===== config.mk =====
export PLATFORM = sky130hd
export DESIGN_NAME = fpga_row_cfg_loader
export DESIGN_NICKNAME = d
export VERILOG_FILES = /design/src/rtl/fpga_row_cfg_loader.sv
export SDC_FILE = /design/constraint.sdc
export NUM_CORES = 2
export LEC_CHECK = 0
export CAP_MARGIN = 20
export CORE_AREA = 2 2 307 309
export CTS_CLUSTER_DIAMETER = 80
export DETAILED_ROUTE_END_ITERATION = 7
export DIE_AREA = 0 0 309 311
export PLACE_DENSITY = 0.82
export SLEW_MARGIN = 0
export SYNTH_ARGS = -nofsm -noshare
export SYNTH_HDL_FRONTEND = slang
export SYNTH_SLANG_ARGS = --single-unit

===== constraint.sdc =====
create_clock -name clk -period 2.5 [get_ports clk]
set_input_delay 0.25 -clock clk [delete_from_list [all_inputs] [get_ports clk]]
set_output_delay 0.25 -clock clk [all_outputs]
set_load 0.02 [all_outputs]

===== src/rtl/fpga_row_cfg_loader.sv =====
// ============================================================================
// Module   : fpga_row_cfg_loader
// Purpose  : Bit-serial configuration loader for one FPGA row. Hunts for a
//            sync word, deserialises a fixed-length payload into a shadow
//            register, verifies an 8-bit interleaved XOR checksum and commits
//            the shadow atomically to the live routing/logic select outputs.
// Revision : 1.0 - initial release
// ============================================================================
`default_nettype none

module fpga_row_cfg_loader #(
  parameter int         WIRE_WIDTH  = 3,
  parameter int         FPGA_WIDTH  = 5,
  parameter int         LB_CFG_SIZE = 5,
  parameter logic [7:0] SYNC        = 8'hA5,
  localparam int        BRB_W       = FPGA_WIDTH * WIRE_WIDTH * 12,
  localparam int        BSB_W       = (FPGA_WIDTH - 1) * WIRE_WIDTH * WIRE_WIDTH * 12,
  localparam int        LB_W        = (FPGA_WIDTH - 1) * LB_CFG_SIZE,
  localparam int        TOTAL       = BRB_W + BSB_W + LB_W
) (
  input  logic             clk,
  input  logic             rst_n,
  input  logic             cfg_in,
  input  logic             cfg_valid,
  output logic             cfg_ready,
  input  logic             cfg_abort,
  output logic             cfg_done,
  output logic             cfg_err,
  output logic             cfg_busy,
  output logic             cfg_loaded,
  output logic [BRB_W-1:0] brbselect,
  output logic [BSB_W-1:0] bsbselect,
  output logic [LB_W-1:0]  lbselect
);

  localparam int                 IDX_W    = $clog2(TOTAL + 1);
  localparam logic [IDX_W-1:0]   LAST_IDX = IDX_W'(TOTAL - 1);

  typedef enum logic [1:0] {
    S_HUNT   = 2'd0,
    S_LOAD   = 2'd1,
    S_CHECK  = 2'd2,
    S_COMMIT = 2'd3
  } state_t;

  state_t             r_state;
  logic [7:0]         r_sync_sr;
  logic [7:0]         r_chk;
  logic [TOTAL-1:0]   r_shadow;
  logic [IDX_W-1:0]   r_idx;
  logic [2:0]         r_j;
  logic               r_mismatch;
  logic               r_done;
  logic               r_err;
  logic               r_loaded;
  logic [BRB_W-1:0]   r_brb;
  logic [BSB_W-1:0]   r_bsb;
  logic [LB_W-1:0]    r_lb;

  logic               w_xfer;
  logic [7:0]         w_sync_next;
  logic               w_chk_bad;

  // The only state that refuses bits is the single commit cycle.
  assign cfg_ready   = (r_state != S_COMMIT);
  assign cfg_busy    = (r_state != S_HUNT);
  assign w_xfer      = cfg_valid & cfg_ready;
  assign w_sync_next = {r_sync_sr[6:0], cfg_in};
  assign w_chk_bad   = (cfg_in != r_chk[r_j]);

  assign cfg_done    = r_done;
  assign cfg_err     = r_err;
  assign cfg_loaded  = r_loaded;
  assign brbselect   = r_brb;
  assign bsbselect   = r_bsb;
  assign lbselect    = r_lb;

  // Frame FSM: sync hunt, payload shift-in, checksum verify, atomic commit.
  always_ff @(posedge clk or negedge rst_n) begin
    if (!rst_n) begin
      r_state    <= S_HUNT;
      r_sync_sr  <= '0;
      r_chk      <= '0;
      r_shadow   <= '0;
      r_idx      <= '0;
      r_j        <= '0;
      r_mismatch <= 1'b0;
      r_done     <= 1'b0;
      r_err      <= 1'b0;
      r_loaded   <= 1'b0;
      r_brb      <= '0;
      r_bsb      <= '0;
      r_lb       <= '0;
    end else begin
      r_done <= 1'b0;
      r_err  <= 1'b0;
      case (r_state)
        S_HUNT: begin
          if (cfg_abort) begin
            r_sync_sr <= '0;
          end else if (w_xfer) begin
            if (w_sync_next == SYNC) begin
              // Window is emptied so a later re-hunt starts from scratch.
              r_state   <= S_LOAD;
              r_idx     <= '0;
              r_chk     <= '0;
              r_sync_sr <= '0;
            end else begin
              r_sync_sr <= w_sync_next;
            end
          end
        end
        S_LOAD: begin
          if (cfg_abort) begin
            r_state <= S_HUNT;
          end else if (w_xfer) begin
            r_shadow[r_idx]      <= cfg_in;
            r_chk[r_idx[2:0]]    <= r_chk[r_idx[2:0]] ^ cfg_in;
            if (r_idx == LAST_IDX) begin
              r_state    <= S_CHECK;
              r_idx      <= '0;
              r_j        <= '0;
              r_mismatch <= 1'b0;
            end else begin
              r_idx <= r_idx + 1'b1;
            end
          end
        end
        S_CHECK: begin
          if (cfg_abort) begin
            r_state <= S_HUNT;
          end else if (w_xfer) begin
            if (r_j == 3'd7) begin
              r_j <= '0;
              if (r_mismatch | w_chk_bad) begin
                r_err   <= 1'b1;
                r_state <= S_HUNT;
              end else begin
                r_state <= S_COMMIT;
              end
            end else begin
              r_mismatch <= r_mismatch | w_chk_bad;
              r_j        <= r_j + 1'b1;
            end
          end
        end
        S_COMMIT: begin
          // Abort is deliberately ignored here: a verified frame always lands.
          r_brb     <= r_shadow[BRB_W-1:0];
          r_bsb     <= r_shadow[BRB_W +: BSB_W];
          r_lb      <= r_shadow[BRB_W+BSB_W +: LB_W];
          r_done    <= 1'b1;
          r_loaded  <= 1'b1;
          r_sync_sr <= '0;
          r_state   <= S_HUNT;
        end
        default: begin
          r_state <= S_HUNT;
        end
      endcase
    end
  end

endmodule

`default_nettype wire


Word level (Yosys, flattened, before mapping)

Cells that the tools add are included.

Latch bits: 0
Bits in writable memories: 0
Memories kept: 0
Bits in read-only memories: 0
Output and inout port bits: 637
Flip-flop bits (word level): 1298
Logic and storage cells: 117

$lt $le $gt $ge: 5
Multiplexer cells: 58
Div/mod/pow operators: 0
Shifts and indexed selects: 0
Eq/ne operators: 22
Add/subtract/negate cells: 2
$mul: 0
Reductions and logical operators: 13
Bitwise gates (word level): 4

Operator list:

| operator                                                     | count |
|---|---|
| bitwise mux 632 bit                                          | 1 |
| 2-to-1 mux 10 bit                                            | 6 |
| 2-to-1 mux 8 bit                                             | 5 |
| 2-to-1 mux 7 bit                                             | 3 |
| 2-to-1 mux 2 bit                                             | 10 |
| inequality test 2 bit, second input constant                 | 10 |
| one-hot mux 10 bit (2 select lines)                          | 1 |
| 2-to-1 mux 3 bit                                             | 6 |
| 2-to-1 mux 1 bit                                             | 16 |
| one-hot mux 8 bit (2 select lines)                           | 1 |
| inequality test 3 bit, second input constant                 | 5 |
| one-hot mux 7 bit (2 select lines)                           | 1 |
| AND reduction 7 bit                                          | 2 |
| AND reduction 6 bit                                          | 2 |
| less-than comparator 10 x 11 -> 1 bit, second input constant | 1 |
| adder 10 x 1 -> 10 bit, second input constant                | 1 |
| demux 1 bit (select 10 bit)                                  | 1 |
| equality test 10 bit, second input constant                  | 1 |
| >= comparator 10 x 1 -> 1 bit, second input constant         | 1 |
| bitwise mux 8 bit                                            | 1 |
| equality test 8 bit, second input constant                   | 1 |
| less-than comparator 3 x 4 -> 1 bit, second input constant   | 2 |
| one-hot mux 2 bit (4 select lines)                           | 1 |
| nonzero test 2 bit                                           | 4 |
| 18 further kinds                                             | 21 |

Logic depth before layout (Yosys ltp)

Depth in word-level cells: 9
Depth in mapped cells: 9
Gate-level depth less buffers: 6

Worst setup path before layout

Ideal clock, no wire load.

Kind: flip-flop to flip-flop
Start: register r_sync_sr[5]
End: register r_chk[4]
Arrival: 1.802 ns
Clock period less this slack: 1.943 ns
Slack: 0.557 ns
Stages on the path, launching flop included: 8
Library setup time: 0.141 ns
Cell sequence: dfrtp_1 and4bb_2 a21oi_1 or3b_1 buf_2 buf_6 o311ai_0 o31ai_2

Word-level cells in the longest chain between the ends: 3

RTL lines:

| item                                   | RTL line | RTL |
|---|---|---|
| start: declaration                     | 47       | `logic [7:0] r_sync_sr;` |
| start signal: assignment               | 109      | `r_sync_sr <= w_sync_next;` |
| equality test 8 bit                    | 102      | `if (w_sync_next == SYNC) begin` |
| inequality test 2 bit (no source line) | n/a      |  |
| AND reduction 6 bit (no source line)   | n/a      |  |
| end signal: indexed assignment         | 118      | `r_chk[r_idx[2:0]] <= r_chk[r_idx[2:0]] ^ cfg_in;` |
| end: declaration                       | 48       | `logic [7:0] r_chk;` |

No other way between the ends.
A chain may end at the register's enable or synchronous reset.

Final worst setup path

Start: register r_state[1]
End: output port cfg_ready

Word-level cells in the longest chain between the ends: 1

RTL lines:

| item                     | RTL line | RTL |
|---|---|---|
| start: declaration       | 46       | `state_t r_state;` |
| start signal: assignment | 81       | `r_state <= S_HUNT;` |
| start signal: assignment | 104      | `r_state <= S_LOAD;` |
| start signal: assignment | 115      | `r_state <= S_HUNT;` |
| inequality test 2 bit    | 65       | `assign cfg_ready = (r_state != S_COMMIT);` |
| end: declaration         | 25       | `output logic cfg_ready,` |

No other way between the ends.

==> results.py <==
metrics = {
    "floorplanning": {
        "row_count": 112,
        "initial_utilization": 0.558,
        "io_pins": 642,
        "die_h_um": 311,
        "die_width_um": 309,
        "die_area_um2": 96100,
        "coreArea_um2": 92800,
    },
    "yosys": {
        "synth_edf_count": 0,
        "ys_async_sr_fraction": 1.00,
        "ys_ff_latch": 1298,
        "syn_area_per_cell_um2": 8.84,
        "syn-cell-area_um2": 51700,
        "yosys_warnings": 0,
        "synthCells": 5852,
        "synth.distinct_cells": 53,
        "yosysSeqAreaShare": 0.628,
        "synthFlopType": "dfrtp_1",
        "syn-num-nets": 5863,
    },
    "detailed_routing": {
        "wirelength_um": 187000,
        "drc": 0,
        "detail-route-antenna-nets": 0,
        "via_per_inst": 6.12,
        "wire_per_inst_um": 24.1,
        "firstDrtPassIters": 8,
        "initialDrtViolationCount": 6679,
        "route.vias.total": 47424,
    },
    "sta": {
        "fin_skew_ns": 0.0284,
        "drv_slew": 0,
        "post-route-min-period_ns": 2.42,
        "grt_setup_unrepaired": "false",
        "whs_ns": 0.130,
        "finalHoldViolations": 0,
        "setup-violations-final": 0,
        "relSlewSlack": 0.386,
        "fin_crit_sh": 0.967,
        "tightest_slew_ns": 0.921,
        "clock.fmax_mhz": 414,
        "tns_ns": 0,
    },
    "flow_run": {
        "max_cap_violations": 0,
    },
    "min_path": {
        "hold_end": "r_shadow[631]",
        "whs_path_depth": 4,
        "hp-class": "input port to flip-flop",
        "hp-start": "cfg_in",
    },
    "critical_path": {
        "crit_fanout": 10,
        "crit_slowest_cell": "clkdlybuf4s50_1",
        "crit_path_end_kind": "primary output",
        "rrSetupSlack_ns": 0.22,
        "critical_path_arrival_ns": 2.17,
        "r2r_start": "r_idx[8]",
        "critical_path_required_ns": 2.25,
        "cp.depth": 3,
        "critPathBufInv": 2,
        "r2r_end": "r_mismatch",
        "path_cells": "buf_4, nand2_4, clkdlybuf4s50_1",
        "worst-setup-path-type": "flip-flop to primary output",
        "worst_r2r_path_depth": 5,
        "critical_path.top_delay_family": "buffers and inverters",
        "cpPeakStageDelay_ns": 0.66,
        "cp-start-kind": "flip-flop",
    },
    "pwr": {
        "powerDensity_nw_per_um2": 636,
        "vdd_drop_max_uv": 634,
        "total_leakage_power_nw": 34.9,
        "total_power_mw": 41.7,
    },
    "cells_and_area": {
        "final_common_cell": "nand2_1",
        "nets": 6401,
        "final_cells": 7744,
        "register_area_um2": 32500,
        "final_layout_size_suffix_gt1_frac": 0.0778,
        "multiInputGateArea_um2": 17700,
        "final_cell_mix": "2603 x nand2_1, 1297 x dfrtp_1, 648 x o21ai_0",
        "fillCellCount": 6621,
        "syn_to_final_growth_pct": 26.6,
    },
    "clock_tree": {
        "cts_buffers": 130,
        "htreeDepth": 4,
        "cts_tree": "built",
        "cts_sinks": 1298,
        "clk_path_buf_depth": 3,
        "path_clk_slew_ns": 0.06,
        "postCtsSetupRepairBufs": 0,
        "clock_latency_ns": 0.74,
        "clockRootBuffer": "clkbuf_16",
    },
    "placed_design": {
        "placed_cells_incl_taps": 7511,
        "io_buffers": 641,
        "hpwl_um": 115000,
        "place_congestion": 0.901,
    },
    "global_routing": {
        "grt_pass1_vias": 47020,
        "grt_antenna_before_repair": 6,
        "grt_overflow": 0,
        "grt_usage": 0.386,
        "grt_max_degree": 182,
        "grt_first_pass_wirelength_um": 281000,
    },
    "status": {
        "status": "finished clean",
    },
}
-- repair_timing --
| action | 4_1_cts | 5_1_grt |
|---|---|---|
| endpoints found under the setup margin | 0 | 2 |
| resized for setup | 0 | 1 |
| hold endpoints to repair | 238 | 0 |
| hold buffers | 1 | 0 |
-- per-stage QoR --
step	cell area (um^2)	util	setup slack [ns]
after floorplan	51700	-	0.557
after global placement	61100	0.659	0.124
after detailed placement	61100	0.659	0.0794
after CTS	65500	0.706	0.0153
after global routing	65500	0.706	0.0213
final	65500	0.706	0.0822
-- layout make-up --
class / count / area share
Sequential cell: 1298 / 0.496
Inverter: 5 / 0.000401
Timing Repair Buffer: 875 / 0.143
Antenna cell: 2 / 0.0000764
Tap cell: 1254 / 0.0240
Clock buffer: 200 / 0.0607
Clock inverter: 30 / 0.00552
Multi-Input combinational cell: 4080 / 0.270
-- how the worst max path moves through the flow --
stage	from	to	slack [ns]
detailed placement	cfg_abort	r_shadow[75]	0.08
floorplan	r_sync_sr[5]	r_chk[4]	0.56
CTS	r_state[1]	cfg_ready	0.02
global placement	cfg_abort	r_shadow[131]	0.12
finish	r_state[1]	cfg_ready	0.08
global route	r_state[0]	cfg_busy	0.02
-- report_power, final --
part,internal (mW),switching [mW]
Clock,11.7,8.25
Combinational,0.129,0.621
Sequential,21.0,0.00491
-- sequential cells by signal (all words and copies together), names as in the netlist, 2 cells and up --
register and flops:
brbselect 180, bsbselect 432, lbselect 20, r_chk 8, r_idx 10, r_j 3, r_shadow 632, r_state 2
r_sync_sr 7
-- metal layers --
metal | up-vias | global-route usage | wire length (um)
li1 | 19893 | - | -
met5 | - | 0 | 26
met1 | 23011 | 0.515 | 67900
met2 | 3733 | 0.573 | 83300
met3 | 783 | 0.107 | 24400
met4 | 4 | 0.213 | 11100
-- worst register-to-register path: cells and delay by family (launching register included) --
kind / cells / cell delay, ns
AOI/OAI and AO/OA: 3 / 0.72
DFF: 1 / 0.51
and+or+nand+nor: 2 / 0.93
-- kinds of logic after synthesis --
group                    Yosys count  synth area share
AO/OA/AOI/OAI                    689            0.0693
multiplexers                       8           0.00181
AND/OR/NAND/NOR                 3376             0.264
XOR/XNOR                           1          0.000169
buffers and inverters            474            0.0351
flip-flops                      1298             0.628
adder cells (fa/ha/maj)            6           0.00145
-- synthesized netlist by cell type, drive strengths merged, types with 2 or more instances --
cell type,count,area (um^2)
mux2i,6,60.1
or3,4,25.0
or4,4,30.0
nand2b,6,37.5
o311ai,7,61.3
ha,6,75.1
nor2b,7,43.8
o41ai,3,33.8
clkbuf,438,1650
dfrtp,1298,32500
o31ai,7,62.6
and4bb,2,25.0
nor3b,5,37.5
and2,8,50.1
nand2,2608,9790
buf,31,153
o211ai,2,15.0
or2,4,25.0
nand3b,4,30.0
nor3,11,55.1
a22o,8,70.1
nand3,640,3200
and3,3,18.8
or3b,3,26.3
inv,5,18.8
nor2,62,233
a31oi,5,31.3
o21ai,649,3250
(Power assumes the default switching activity.)
